**src/rtl/multistage_iir_lpf.sv**
```systemverilog
// Multi-channel cascaded one-pole IIR low-pass filter: y += (x - y) >>> shift per stage,
// stages evaluated one per cycle by a small FSM, guard-bit accumulators, rounded output.
module multistage_iir_lpf #(
    parameter int WIDTH     = 16,
    parameter int CHANNELS  = 2,
    parameter int STAGES    = 2,
    parameter int GUARD     = 4,
    parameter int SHIFT_W   = 5,
    parameter int MAX_SHIFT = 20
) (
    input  logic                         clk,
    input  logic                         reset,
    input  logic [SHIFT_W-1:0]           shift_cfg,
    input  logic                         bypass,
    input  logic                         clear,
    input  logic                         in_valid,
    output logic                         in_ready,
    input  logic [CHANNELS*WIDTH-1:0]    in_data,
    output logic                         out_valid,
    input  logic                         out_ready,
    output logic [CHANNELS*WIDTH-1:0]    out_data
);

    localparam int AW = WIDTH + GUARD;
    localparam int DW = AW + 1;
    localparam int SW = (STAGES > 1) ? $clog2(STAGES) : 1;
    localparam logic [SW-1:0]        LAST_STG = SW'(STAGES - 1);
    localparam logic [SHIFT_W-1:0]   MAX_SH   = SHIFT_W'(MAX_SHIFT);
    localparam logic signed [DW-1:0] HALF     = DW'(2 ** (GUARD - 1));

    typedef enum logic [1:0] {
        IDLE = 2'd0,
        RUN  = 2'd1,
        OUT  = 2'd2
    } state_t;

    state_t                      state_r, state_s;
    logic [SW-1:0]               stg_r;
    logic [SHIFT_W-1:0]          shift_r;
    logic [CHANNELS*WIDTH-1:0]   data_r;
    logic signed [AW-1:0]        acc_r [STAGES][CHANNELS];

    logic                        accept_s;
    logic [SHIFT_W-1:0]          shift_clamp_s;
    logic [SW-1:0]               prev_stg_s;
    logic signed [AW-1:0]        x_a_s   [CHANNELS];
    logic signed [AW-1:0]        cur_a_s [CHANNELS];
    logic signed [DW-1:0]        x_e_s   [CHANNELS];
    logic signed [DW-1:0]        cur_e_s [CHANNELS];
    logic signed [DW-1:0]        d_s     [CHANNELS];
    logic signed [AW-1:0]        upd_s   [CHANNELS];
    logic signed [DW-1:0]        rnd_s   [CHANNELS];
    logic [CHANNELS*WIDTH-1:0]   rnd_data_s;

    assign in_ready      = (state_r == IDLE) & ~reset & ~clear;
    assign accept_s      = in_valid & in_ready;
    assign shift_clamp_s = (shift_cfg > MAX_SH) ? MAX_SH : shift_cfg;
    assign prev_stg_s    = stg_r - SW'(1);

    // One stage update for every channel; stage 0 takes the scaled input, later stages the previous acc.
    always_comb begin
        rnd_data_s = '0;
        for (int c = 0; c < CHANNELS; c++) begin
            x_a_s[c]   = (stg_r == SW'(0)) ? $signed({data_r[c*WIDTH +: WIDTH], {GUARD{1'b0}}})
                                           : acc_r[prev_stg_s][c];
            cur_a_s[c] = acc_r[stg_r][c];
            x_e_s[c]   = {x_a_s[c][AW-1], x_a_s[c]};
            cur_e_s[c] = {cur_a_s[c][AW-1], cur_a_s[c]};
            d_s[c]     = x_e_s[c] - cur_e_s[c];
            // acc stays a convex combination of inputs, so the sum always fits in AW bits
            upd_s[c]   = cur_a_s[c] + AW'(d_s[c] >>> shift_r);
            rnd_s[c]   = {upd_s[c][AW-1], upd_s[c]} + HALF;
            rnd_data_s[c*WIDTH +: WIDTH] = WIDTH'(rnd_s[c] >>> GUARD);
        end
    end

    // Next-state logic.
    always_comb begin
        state_s = state_r;
        case (state_r)
            IDLE: begin
                if (accept_s) begin
                    state_s = bypass ? OUT : RUN;
                end else begin
                    state_s = IDLE;
                end
            end
            RUN: begin
                if (stg_r == LAST_STG) begin
                    state_s = OUT;
                end else begin
                    state_s = RUN;
                end
            end
            OUT: begin
                if (out_ready) begin
                    state_s = IDLE;
                end else begin
                    state_s = OUT;
                end
            end
            default: state_s = IDLE;
        endcase
    end

    // State, sample latch, accumulators and registered outputs; clear behaves like reset here.
    always_ff @(posedge clk) begin
        if (reset || clear) begin
            state_r   <= IDLE;
            stg_r     <= '0;
            shift_r   <= '0;
            data_r    <= '0;
            out_valid <= 1'b0;
            out_data  <= '0;
            for (int s = 0; s < STAGES; s++) begin
                for (int c = 0; c < CHANNELS; c++) begin
                    acc_r[s][c] <= '0;
                end
            end
        end else begin
            state_r <= state_s;
            case (state_r)
                IDLE: begin
                    if (accept_s) begin
                        data_r  <= in_data;
                        shift_r <= shift_clamp_s;
                        stg_r   <= '0;
                        if (bypass) begin
                            out_data  <= in_data;
                            out_valid <= 1'b1;
                        end
                    end
                end
                RUN: begin
                    for (int c = 0; c < CHANNELS; c++) begin
                        acc_r[stg_r][c] <= upd_s[c];
                    end
                    if (stg_r == LAST_STG) begin
                        out_data  <= rnd_data_s;
                        out_valid <= 1'b1;
                    end else begin
                        stg_r <= stg_r + SW'(1);
                    end
                end
                OUT: begin
                    if (out_ready) begin
                        out_valid <= 1'b0;
                    end
                end
                default: begin
                    out_valid <= 1'b0;
                end
            endcase
        end
    end

endmodule
```
**config.mk**
```make
export PLATFORM = sky130hd
export DESIGN_NAME = multistage_iir_lpf
export DESIGN_NICKNAME = d
export VERILOG_FILES = /design/src/rtl/multistage_iir_lpf.sv
export SDC_FILE = /design/constraint.sdc
export NUM_CORES = 1
export LEC_CHECK = 0
export ABC_CLOCK_PERIOD_IN_PS = 8450
export CORE_ASPECT_RATIO = 1.4
export CORE_MARGIN = 8
export CORE_UTILIZATION = 58
export CTS_CLUSTER_DIAMETER = 40
export DETAILED_ROUTE_END_ITERATION = 10
export PLACE_DENSITY = 0.89
export SKIP_CTS_REPAIR_TIMING = 1
export SLEW_MARGIN = 15
export SYNTH_ARGS = -nofsm -noshare
export SYNTH_HDL_FRONTEND = slang
export SYNTH_SLANG_ARGS = --single-unit
```
**constraint.sdc**
```tcl
create_clock -name clk -period 8.45 [get_ports clk]
set_input_delay 0.845 -clock clk [delete_from_list [all_inputs] [get_ports clk]]
set_output_delay 0.845 -clock clk [all_outputs]
set_load 0.03 [all_outputs]
```
==> run metrics <==
largest net degree at the start of global routing=51; sequential share of power=0.260; total CTS buffers=17; crit path launch type=flop; multi-input gate area in the final layout=0.00920 mm²; CTS tree=done; Port Buf Inserts=76; outcome=finished clean; CP most frequent cell=a211oi_1; WP data arrival=8.22 ns; switch share=0.434; synthesized cell area=0.0137 mm²; Comb power frac=0.518; yosys warns=0; Top delay family on crit path=compound AO/OA/AOI/OAI gates; global route overflow=0; vias in the first global route=13300; MaxCap Viol Count=0; Top FF cell, synth=edfxtp_1; Die Height=198 µm; n_diodes=0; clk_lat worst skew=0.43 ns; Max FO, Critical Path=20; hpwl dp=34.1 mm; maximum VDD drop=0.258 mV; Max clock buf depth=2; Core Box Area=0.0232 mm²; gpl congestion=0.998; CP Capture Type=flop; Max Clock Skew=0.0105 ns; Clk pwr share=0.222; Power Dens Cells=212 mW/mm²; Die W=146 µm; commonest non-fill, non-tap cell in the layout=nor2_1; actual slew at the worst max-slew pin=1.24 ns; ANT nets after route=0; CTS Root Cell=clkbuf_16; slack of the critical path=0.477 ns; Worst-path clk slew=0.06 ns; final setup fails=0; crit-path max cell delay=0.65 ns; Layout Nets=1823; Vias=13900; Mapped Nets=1794; sequential standard cell area=0.00389 mm²; initial drt markers=1578; Pre-antenna DRT Iters=6; pre-CTS WS=0.570 ns; residual DRC count=0; initial antenna violation count=0; share of cells above drive strength 1=0.106; drt total wl=45.3 mm; Syn Area/Cell=8.23 µm²; Psw=0.00140 W; all-layer global routing usage=0.305; Critical-path top delay cell=dfxtp_2; most frequent cells in the layout=197 x nor2_1, 166 x nand2_1, 124 x a21oi_1; vias per inst=6.88; kind of critical path=reg2reg; Min-Delay Path Class=reg2reg; starting density of the core=0.591; asr flop ratio synth=0; Cell Int Power=0.00183 W; number of synthesized flops with an enable pin=80; Final Cycle Share=0.944; FF+latch count, synth=154; Gate Count Post-Synth=1667; fmax=125 MHz; CTS HTree Levels=4; setup_tns=0 ns; Filler Cells Inserted=1779; Netlist cell types=96; fin crit period=7.97 ns; CP bufs+invs=3; total power=0.00323 W; RSZ-0062 raised after global routing=false; I/O pins=77; # clock sinks=154; Lkg Pwr=6.21 nW; sequential element share of the synthesized area=0.283; first-pass GRT wire length=70.8 mm; fin. max-slew vios=0; row cnt=66; Worst EP required=8.70 ns; worst rel slew slack=0.175; Routed wire per std cell=22.5 µm; final hold viol count=0; Die ar.=0.0289 mm²; Area Growth Syn to Fin=11.3%; CP Cell Sequence=buf_4, mux2_2, inv_1, ha_1, a211oi_1, o211ai_1, a21oi_1, xor2_1, a2111oi_0, buf_4, nor2_1, a211oi_1, o41ai_1, a221oi_1, ha_1, a211oi_1, o21ai_1, xnor2_1, or3_1, or4_1, nor4_2, nand4b_1, xnor2_1, o22ai_1
[state kept, by name, summed over array words and instances, names as in the netlist, named ones only]
register   flops
state_r        2
out_data      32
shift_r        5
stg_r          1
data_r        32
out_valid      1
acc_r         80
[layer usage]
metal	vias to the layer above	track usage	wire length, µm
li1	6254	-	-
met5	-	0	0
met4	0	0.142	2030
met3	164	0.0521	4350
met2	918	0.520	21500
met1	6532	0.369	17500
[synth_stat cells, types with 5 or more instances]
master	instances	share of area
a2111oi_0	5	0.0032
a211o_1	8	0.0051
a211oi_1	38	0.021
a21o_1	28	0.015
a21oi_1	124	0.045
a221oi_1	5	0.0032
a222oi_1	6	0.0044
a22o_1	5	0.0032
a22oi_1	10	0.0055
a311oi_1	8	0.0051
a31o_2	6	0.0038
a31oi_1	14	0.0064
a32oi_1	6	0.0038
and2_1	24	0.011
and3_1	18	0.0082
buf_1	11	0.0030
clkbuf_1	72	0.020
dfxtp_1	74	0.11
edfxtp_1	80	0.18
ha_1	80	0.073
inv_1	76	0.021
mux2_2	71	0.058
mux2i_1	25	0.018
mux4_2	12	0.020
nand2_1	166	0.045
nand2b_1	16	0.0073
nand3_1	53	0.019
nand4_1	10	0.0046
nor2_1	198	0.054
nor2b_1	12	0.0055
nor3_1	40	0.015
nor3b_1	8	0.0044
nor4_1	6	0.0027
o211ai_1	32	0.018
o21a_1	15	0.0082
o21ai_0	63	0.023
o221ai_1	15	0.0096
o22ai_1	17	0.0078
o31ai_1	9	0.0049
or2_2	13	0.0059
or3_1	14	0.0064
or4_1	7	0.0038
xnor2_1	45	0.029
xor2_1	31	0.020
[stage by stage]
step            util  hold slack [ns]  area (µm²)  instances
2_1_floorplan      -            0.419       13700       1667
5_1_grt        0.658            0.486       15300       2015
3_3_place_gp   0.633            0.441       14700       1983
4_1_cts        0.657            0.458       15300       2015
3_5_place_dp   0.633            0.448       14700       1983
6_report       0.658            0.460       15300       2015
[cells by family after synthesis]
family,count (synthesis),synth area share
XOR/XNOR,76,0.0485
flip-flops,154,0.283
buffers and inverters,169,0.0484
AO/OA/AOI/OAI,468,0.234
adder cells (fa/ha/maj),84,0.0788
multiplexers,108,0.0963
AND/OR/NAND/NOR,608,0.210
[power groups by stage]
| stage | Combinational (W) | Clock (W) | Sequential (W) |
|---|---|---|---|
| final | 0.00167 | 0.000718 | 0.000840 |
| after detailed placement | 0.00158 | 0 | 0.000854 |
| after floorplan | 0.00117 | 0 | 0.000853 |
| after CTS | 0.00161 | 0.000717 | 0.000839 |
| after global routing | 0.00179 | 0.000744 | 0.000842 |
| after global placement | 0.00155 | 0 | 0.000852 |
[tightest hold or removal path, stage by stage, from the launching register on]
cell     delay, ns
dfxtp_1       0.32
nand2_1       0.06
nand2_1       0.04
[layout make-up]
cell class              count  share of cell area
multi-input cells        1344               0.603
well taps                 306              0.0251
clock buffers              18              0.0281
clock inverters            14             0.00803
inverters                  80              0.0197
flip-flops and latches    154               0.255
repair buffers             99              0.0612
[path summary, 6_finish.rpt]
kind | cells after the start | slack [ns] | from | endpoint
hold reg to reg | 2 | 0.46 | data_r[21]$_SDFFE_PP0P_ | data_r[21]$_SDFFE_PP0P_
setup / recovery | 24 | 0.48 | flop | out_data[15]$_SDFFE_PP0P_
setup reg to reg | 24 | 0.48 | flop | out_data[15]$_SDFFE_PP0P_
hold / removal | 2 | 0.46 | data_r[21]$_SDFFE_PP0P_ | data_r[21]$_SDFFE_PP0P_
Power figures use the tool's default switching activity.
